[src/rtl/mem_request_arbiter.sv]
// mem_request_arbiter: shares one memory port between instruction fetch and data access
// (data first), producing single-cycle ihit/dhit pulses for the hazard unit.
module mem_request_arbiter #(
  parameter int ADDR_W   = 32,
  parameter int DATA_W   = 32,
  parameter int MAX_WAIT = 64
) (
  input  logic              CLK,
  input  logic              nRST,
  input  logic              iREN,
  input  logic [ADDR_W-1:0] iaddr,
  input  logic              dREN,
  input  logic              dWEN,
  input  logic [ADDR_W-1:0] daddr,
  input  logic [DATA_W-1:0] dstore,
  input  logic              halt,
  output logic              ihit,
  output logic              dhit,
  output logic [DATA_W-1:0] iload,
  output logic [DATA_W-1:0] dload,
  output logic              mem_ren,
  output logic              mem_wen,
  output logic [ADDR_W-1:0] mem_addr,
  output logic [DATA_W-1:0] mem_wdata,
  input  logic [DATA_W-1:0] mem_rdata,
  input  logic              mem_ready,
  output logic              halted,
  output logic              err
);

  localparam logic [1:0] S_IDLE   = 2'd0;
  localparam logic [1:0] S_IFETCH = 2'd1;
  localparam logic [1:0] S_DACC   = 2'd2;
  localparam logic [1:0] S_HALTED = 2'd3;

  localparam int WAIT_W = $clog2(MAX_WAIT);
  localparam logic [WAIT_W-1:0] WAIT_LAST = WAIT_W'(MAX_WAIT - 1);
  localparam logic [WAIT_W-1:0] WAIT_ERR  = WAIT_W'(MAX_WAIT - 2);

  logic [1:0]        r_state;
  logic [ADDR_W-1:0] r_addr;
  logic [DATA_W-1:0] r_wdata;
  logic              r_mem_ren;
  logic              r_mem_wen;
  logic              r_ihit;
  logic              r_dhit;
  logic [DATA_W-1:0] r_iload;
  logic [DATA_W-1:0] r_dload;
  logic              r_halted;
  logic              r_err;
  logic              r_dsup;
  logic [WAIT_W-1:0] r_wait;

  logic w_dpend;
  logic w_dsup_set;
  logic w_dsup_clr;

  // A data access that already hit is not re-issued while the pipeline still shows it
  assign w_dpend    = (dREN | dWEN) & ~r_dsup;
  assign w_dsup_set = (r_state == S_DACC) & mem_ready;
  assign w_dsup_clr = ((r_state == S_IFETCH) & mem_ready) | ~(dREN | dWEN);

  // Transfer sequencing, request latching, hit pulses and timeout tracking
  always_ff @(posedge CLK or negedge nRST) begin
    if (!nRST) begin
      r_state   <= S_IDLE;
      r_addr    <= '0;
      r_wdata   <= '0;
      r_mem_ren <= 1'b0;
      r_mem_wen <= 1'b0;
      r_ihit    <= 1'b0;
      r_dhit    <= 1'b0;
      r_iload   <= '0;
      r_dload   <= '0;
      r_halted  <= 1'b0;
      r_err     <= 1'b0;
      r_wait    <= '0;
    end else begin
      r_ihit <= 1'b0;
      r_dhit <= 1'b0;
      case (r_state)
        S_IDLE: begin
          if (halt && !w_dpend) begin
            r_state  <= S_HALTED;
            r_halted <= 1'b1;
          end else if (w_dpend) begin
            r_state   <= S_DACC;
            r_addr    <= daddr;
            r_wdata   <= dstore;
            r_mem_wen <= dWEN;
            r_mem_ren <= ~dWEN;
            r_wait    <= '0;
          end else if (iREN) begin
            r_state   <= S_IFETCH;
            r_addr    <= iaddr;
            r_mem_ren <= 1'b1;
            r_mem_wen <= 1'b0;
            r_wait    <= '0;
          end else begin
            r_state <= S_IDLE;
          end
        end
        S_IFETCH, S_DACC: begin
          if (mem_ready) begin
            r_state   <= S_IDLE;
            r_mem_ren <= 1'b0;
            r_mem_wen <= 1'b0;
            if (r_state == S_IFETCH) begin
              r_ihit  <= 1'b1;
              r_iload <= mem_rdata;
            end else begin
              r_dhit <= 1'b1;
              if (!r_mem_wen) begin
                r_dload <= mem_rdata;
              end
            end
          end else begin
            // Keep waiting after a timeout; err only reports it
            if (r_wait != WAIT_LAST) begin
              r_wait <= r_wait + WAIT_W'(1);
            end
            if (r_wait >= WAIT_ERR) begin
              r_err <= 1'b1;
            end
          end
        end
        S_HALTED: begin
          r_state <= S_HALTED;
        end
        default: begin
          r_state   <= S_IDLE;
          r_mem_ren <= 1'b0;
          r_mem_wen <= 1'b0;
        end
      endcase
    end
  end

  // Data-hit suppression flag; clearing takes precedence
  always_ff @(posedge CLK or negedge nRST) begin
    if (!nRST) begin
      r_dsup <= 1'b0;
    end else if (w_dsup_clr) begin
      r_dsup <= 1'b0;
    end else if (w_dsup_set) begin
      r_dsup <= 1'b1;
    end else begin
      r_dsup <= r_dsup;
    end
  end

  assign ihit      = r_ihit;
  assign dhit      = r_dhit;
  assign iload     = r_iload;
  assign dload     = r_dload;
  assign mem_ren   = r_mem_ren;
  assign mem_wen   = r_mem_wen;
  assign mem_addr  = r_addr;
  assign mem_wdata = r_wdata;
  assign halted    = r_halted;
  assign err       = r_err;

endmodule

[config.mk]
export PLATFORM = sky130hd
export DESIGN_NAME = mem_request_arbiter
export DESIGN_NICKNAME = d
export VERILOG_FILES = /design/src/rtl/mem_request_arbiter.sv
export SDC_FILE = /design/constraint.sdc
export NUM_CORES = 1
export LEC_CHECK = 0
export ABC_AREA = 1
export CAP_MARGIN = 15
export CELL_PAD_IN_SITES_DETAIL_PLACEMENT = 1
export CELL_PAD_IN_SITES_GLOBAL_PLACEMENT = 2
export CORE_MARGIN = 3
export CORE_UTILIZATION = 35
export DETAILED_ROUTE_END_ITERATION = 8
export DONT_BUFFER_PORTS = 1
export PLACE_DENSITY = 0.78
export SLEW_MARGIN = 20
export SYNTH_ARGS = -nofsm -noshare
export SYNTH_HDL_FRONTEND = slang
export SYNTH_SLANG_ARGS = --single-unit
[constraint.sdc]
create_clock -name CLK -period 2.16 [get_ports CLK]
set_input_delay 0.216 -clock CLK [delete_from_list [all_inputs] [get_ports CLK]]
set_output_delay 0.216 -clock CLK [all_outputs]
set_load 0.03 [all_outputs]
==> flow_summary.toml, run 1 <==
[outcome]
status = "finished, violations left"
violations = "hold timing"

[setup_path]
cp-end-kind = "flop"
startpoint_type = "flop"
worstReg2RegEnd = "mem_wdata[13]"
arrival_ns = 2.24
cp.required_ns = 2.52
regToRegSetupSlack_ns = 0.28
rr_startpoint = "r_state[0]"
path_class = "reg -> reg"
cp_max_fo = 32
r2r_cells = 8

[synth]
yosys.area.top_type = "dfrtp_1"
synth_seq_cells = 143
synth_nets = 829
synth_common_cells = "nand2_1 (253), dfrtp_1 (143), o21ai_0 (123), inv_1 (80), buf_2 (14)"
synth-async-reset-ratio_pct = 100.0
synth_edf_count = 0
synth_warnings = 0
synth_top_area_share_pct = 59.42
synth-main-ff-cell = "dfrtp_1"
avgSynthCellArea_um2 = 8.766
synthTopCellsByArea = "dfrtp_1 (59%), nand2_1 (16%), o21ai_0 (10%)"
yosysMostFrequentCell = "nand2_1"
netlist_area_um2 = 6022
ys_seq_area_share_pct = 59.42
yosysUniqueCellTypes = 25
synthesis.instances = 687

[cells_and_area]
fillers = 1947
area_delta_synth_final_pct = 22.79
n_antenna_cell = 0
nNetsFinal = 888
utilization_pct = 44.28
drive_gt1_share_pct = 7.378

[detailed_routing]
finalWirelength_um = 17380
routed_via_density = 4.898
num_vias = 4795
wl_per_cell_um = 17.75
ant_nets = 0
route.detailed.drc = 0
firstDrtPassIters = 4
drtIter0Drc = 180

[clock_network]
cts_buffers = 17
clockRootBuffer = "clkbuf_16"
insertion_delay_ns = 0.42
numClockSinks = 143
clkTransAtPathRegs_ns = 0.06
cts_tree = "yes"
clk_path_buf_depth = 2
cts_hold_buffers = 67
htree_levels = 4

[global_route]
grt_util_all_layers_pct = 18.39
grt_max_degree = 144
grt_pass1_vias = 5231
grt_pass1_wl_um = 27240
gr-total-overflow = 0
antenna_found_initial = 0

[place]
portBuffers = 0
place_hpwl_um = 11540
place_congestion = 0.7173

[run]
cap_violations = 0

[die]
initial_core_util_pct = 36.06
ioPinCount = 269
rows = 47
coreArea_um2 = 16700
die_h_um = 137.2
fp.dieArea_um2 = 18820
dieWidth_um = 137.2

[power_and_ir_drop]
irDropWorstVdd_mv = 0.5201
p_per_area_nw_per_um2 = 773.1
leakage_uw = 0.003841

[timing]
final_max_slew_viol_count = 0
fin_crit_ns = 1.875
fmaxAchievable_mhz = 533.3
hold_ws_ns = -0.5178
max_slew_margin_pct = 63.04
rsz0062_at_grt = "false"
fin_crit_sh_pct = 86.81
hold_violations = 143
worst_pin_slew_ns = 0.5545
fin_skew_ns = 0.01262
setup-violations-final = 0
fin_setup_tns_ns = 0

[min_path]
hold_class = "in -> async"
layout make-up:
type	count	area (um2)	area share, %
clock buffers	21	470.5	6.362
inverters	82	310.3	4.196
flip-flops and latches	143	3578	48.39
multi-input cells	428	1933	26.14
clock inverters	11	78.83	1.066
well taps	220	275.3	3.723
repair buffers	74	748.2	10.12
worst max-delay path: stages (launching register included):
cell     delay [ns]
dfrtp_1        0.42
inv_1          0.12
ha_1           0.27
nand3_2        0.16
buf_4          0.24
inv_1          0.08
buf_4          0.31
nand2_1        0.12
nand2_1        0.08
flip-flops by register name (all words and copies together), names as in the netlist:
signal,count
r_wait,6
ihit,1
mem_wen,1
mem_addr,32
r_dsup,1
dload,32
mem_ren,1
dhit,1
mem_wdata,32
iload,32
err,1
r_state,2
halted,1
worst max-delay path by stage:
stage / start / endpoint / depth (start not counted)
6_report: r_state[0] / mem_wdata[13] / 8
5_1_grt: r_state[1] / mem_wdata[13] / 8
4_1_cts: r_state[0] / iload[3] / 6
3_5_place_dp: r_state[0] / iload[3] / 6
3_3_place_gp: r_state[0] / iload[17] / 6
2_1_floorplan: r_state[0] / dload[10] / 8
cell families after synthesis:
family,after synthesis,synth area share (%)
buffers and inverters,116,8.519
AO/OA/AOI/OAI,146,12.92
flip-flops,143,59.42
XOR/XNOR,1,0.1455
AND/OR/NAND/NOR,274,17.54
adder cells (fa/ha/maj),7,1.454
per-stage QoR:
step	total power, uW	setup slack, ns	instance area, um2	std cells
after floorplan	2903	0.5527	6022	687
after global placement	2921	0.2353	6172	880
after detailed placement	2928	0.07898	6172	880
after CTS	5798	0.05001	7392	979
after global routing	5960	0.09718	7395	979
final	5716	0.2849	7395	979
where the power goes:
group | total, uW | switching [uW] | internal (uW)
registers | 2770 | 65.3 | 2700
logic | 214 | 95.5 | 118
clock network | 2740 | 1170 | 1570
what timing repair did:
action	CTS	global route
buffers inserted	0	0
hold endpoints to repair	239	143
resized for setup	0	2
setup endpoints to repair	0	32
placed cells by master (no fill, tap or decap):
cell type      count
nand2_1          252
dfrtp_1          143
o21ai_0          123
inv_1             80
dlygate4sd3_1     67
clkbuf_16         17
nor2_1             9
o21ai_2            8
o21ai_1            7
ha_1               7
nand3_1            6
buf_4              5
inv_6              4
clkinv_2           4
clkbuf_8           3
nand2_2            2
or2_2              2
a22oi_1            2
a21oi_1            2
a31o_2             2
clkinvlp_4         2
buf_12             2
nor2_2             1
inv_4              1
nand3_2            1
inv_2              1
xnor2_1            1
o21bai_1           1
nand3b_1           1
o211ai_1           1
clkbuf_1           1
clkinv_4           1
layer usage:
metal | global-route usage, % | part of all wire (%) | routed length, um | vias to the layer above
met3 | 7.706 | 10 | 1817 | 25
met2 | 30.79 | 49 | 8517 | 205
li1 | - | - | - | 2250
met5 | 0 | 0 | 0 | -
met1 | 21.23 | 39 | 6736 | 2315
met4 | 6.375 | 1.8 | 308 | 0
Power figures use the tool's default switching activity.
==> inputs of run 2 (changes only) <==
--- a/config.mk
+++ b/config.mk
@@ -6,13 +6,13 @@
 export NUM_CORES = 1
 export LEC_CHECK = 0
 export ABC_AREA = 1
+export BUFFER_PORTS_ARGS = -buffer_cell sky130_fd_sc_hd__buf_2
 export CAP_MARGIN = 15
 export CELL_PAD_IN_SITES_DETAIL_PLACEMENT = 1
 export CELL_PAD_IN_SITES_GLOBAL_PLACEMENT = 2
 export CORE_MARGIN = 3
-export CORE_UTILIZATION = 35
+export CORE_UTILIZATION = 26
 export DETAILED_ROUTE_END_ITERATION = 8
-export DONT_BUFFER_PORTS = 1
 export PLACE_DENSITY = 0.78
 export SLEW_MARGIN = 20
 export SYNTH_ARGS = -nofsm -noshare
==> flow_summary.toml, run 2 (same netlist as run 1, synthesis figures left out) <==
[power_and_ir_drop]
pwr-share-seq_pct = 44.2
sw_frac_of_total_pct = 23.90
irDropWorstVdd_mv = 0.4583
p_int_uw = 4673
clockPowerShare_pct = 49.1
switchingPower_uw = 1468
leakage_uw = 0.005018
p_per_area_nw_per_um2 = 713.0
p_comb_share_pct = 6.7

[global_route]
grt_pass1_wl_um = 29390
grt_util_all_layers_pct = 14.78
antenna_found_initial = 1
gr-total-overflow = 0
grt_pass1_vias = 5657
grt_max_degree = 67

[die]
die_h_um = 158.2
initial_core_util_pct = 26.52
rows = 55
ioPinCount = 269
coreArea_um2 = 22710
fp.dieArea_um2 = 25020
dieWidth_um = 158.2

[clock_network]
cts_tree = "yes"
clk_path_buf_depth = 2
numClockSinks = 143
htree_levels = 4
clockRootBuffer = "clkbuf_16"
cts_buffers = 17
clkTransAtPathRegs_ns = 0.06
post_cts_buffers = 0
insertion_delay_ns = 0.42
post_cts_resized = 0

[setup_path]
startpoint_type = "flop"
cp.required_ns = 2.48
worstReg2RegEnd = "r_wait[0]"
max_stage_delay_ns = 0.41
arrival_ns = 2.18
critPathSlowestCell = "dfrtp_1"
cp-end-kind = "flop"
r2r_cells = 8
cp_cell_sequence = "inv_1 > ha_1 > inv_1 > nor2_1 > nand2_1 > nand3_1 > nand2_1 > o21ai_0"
path_class = "reg -> reg"
regToRegSetupSlack_ns = 0.30
rr_startpoint = "r_state[1]"
cp_max_fo = 12

[cells_and_area]
mostFrequentLayoutCells = "buf_2 (267), nand2_1 (252), dfrtp_1 (143)"
layout.cells.non_filler = 1282
nNetsFinal = 1126
fillers = 2759
area_delta_synth_final_pct = 43.01
drive_gt1_share_pct = 33.10
n_antenna_cell = 0
final_common_cell = "buf_2"

[detailed_routing]
wl_per_cell_um = 14.80
finalWirelength_um = 18980
drtIter0Drc = 237
ant_nets = 0
route.detailed.drc = 0
routed_via_density = 4.271
firstDrtPassIters = 4
num_vias = 5475

[timing]
hold_ws_ns = 0.03279
fmaxAchievable_mhz = 536.8
worst_pin_slew_ns = 0.4642
max_slew_margin_pct = 69.05
final_max_slew_viol_count = 0
hold_violations = 0
fin_setup_tns_ns = 0
fin_crit_sh_pct = 86.24
fin_skew_ns = 0.01018
fin_crit_ns = 1.863
setup-violations-final = 0
rsz0062_at_grt = "false"

[run]
cap_violations = 0

[min_path]
worstHoldPathCells = 3
min_to = "mem_wdata[23]"
holdCritStartpoint = "dstore[23]"
hold_class = "in -> reg"

[outcome]
status = "completed"

[place]
place_hpwl_um = 13660
portBuffers = 268
dp_cells = 1218
place_congestion = 0.7376
[run 2: worst max-delay path by stage]
stage / startpoint / to
finish: r_state[1] / r_wait[0]
floorplan: r_state[0] / dload[10]
global placement: r_state[0] / r_wait[5]
CTS: r_state[1] / r_wait[0]
detailed placement: r_state[0] / r_wait[0]
global route: r_state[1] / r_wait[0]
[run 2: metrics by stage]
stage / setup WS [ns] / power (uW) / util [%] / instance area [um2]
4_1_cts: 0.2949 / 6264 / 37.92 / 8612
5_1_grt: 0.1369 / 6416 / 37.92 / 8612
2_1_floorplan: 0.5527 / 2903 / - / 6022
3_5_place_dp: 0.3302 / 3140 / 33.86 / 7689
6_report: 0.2972 / 6141 / 37.92 / 8612
3_3_place_gp: 0.4358 / 3136 / 33.86 / 7689
[run 2: area by class of cell]
class                   instances  area, um2  share of cell area (%)
well taps                     285      356.6                   4.141
multi-input cells             428       1933                   22.45
flip-flops and latches        143       3578                   41.55
repair buffers                312       1833                   21.28
clock inverters                13      150.1                   1.743
inverters                      82      307.8                   3.574
clock buffers                  19      452.9                   5.259
[run 2: critical path, delay by kind of cell (launching register included)]
| family | cells | cell delay (ns) |
|---|---|---|
| DFF | 1 | 0.41 |
| and+or+nand+nor | 4 | 0.57 |
| buffers and inverters | 2 | 0.23 |
| AOI/OAI and AO/OA | 1 | 0.28 |
| adders and majority gates | 1 | 0.27 |
[run 2: layer usage]
metal	part of all wire, %	vias up	global-route usage, %
li1	-	2725	-
met1	44	2544	18.66
met2	48	167	24.48
met3	5.0	37	3.089
met4	2.9	2	6.514
met5	0.069	-	0
[run 2: timing repair]
action / 4_1_cts / 5_1_grt
hold buffers: 32 / 0
endpoints found under the setup margin: 0 / 0
hold endpoints to repair: 74 / 0
[run 2: power groups by stage]
stage	clock [uW]	sequential [uW]	combinational [uW]
finish	3020	2710	414
global route	3240	2710	467
CTS	3130	2710	424
detailed placement	0	2760	379
floorplan	0	2810	92.9
global placement	0	2760	376
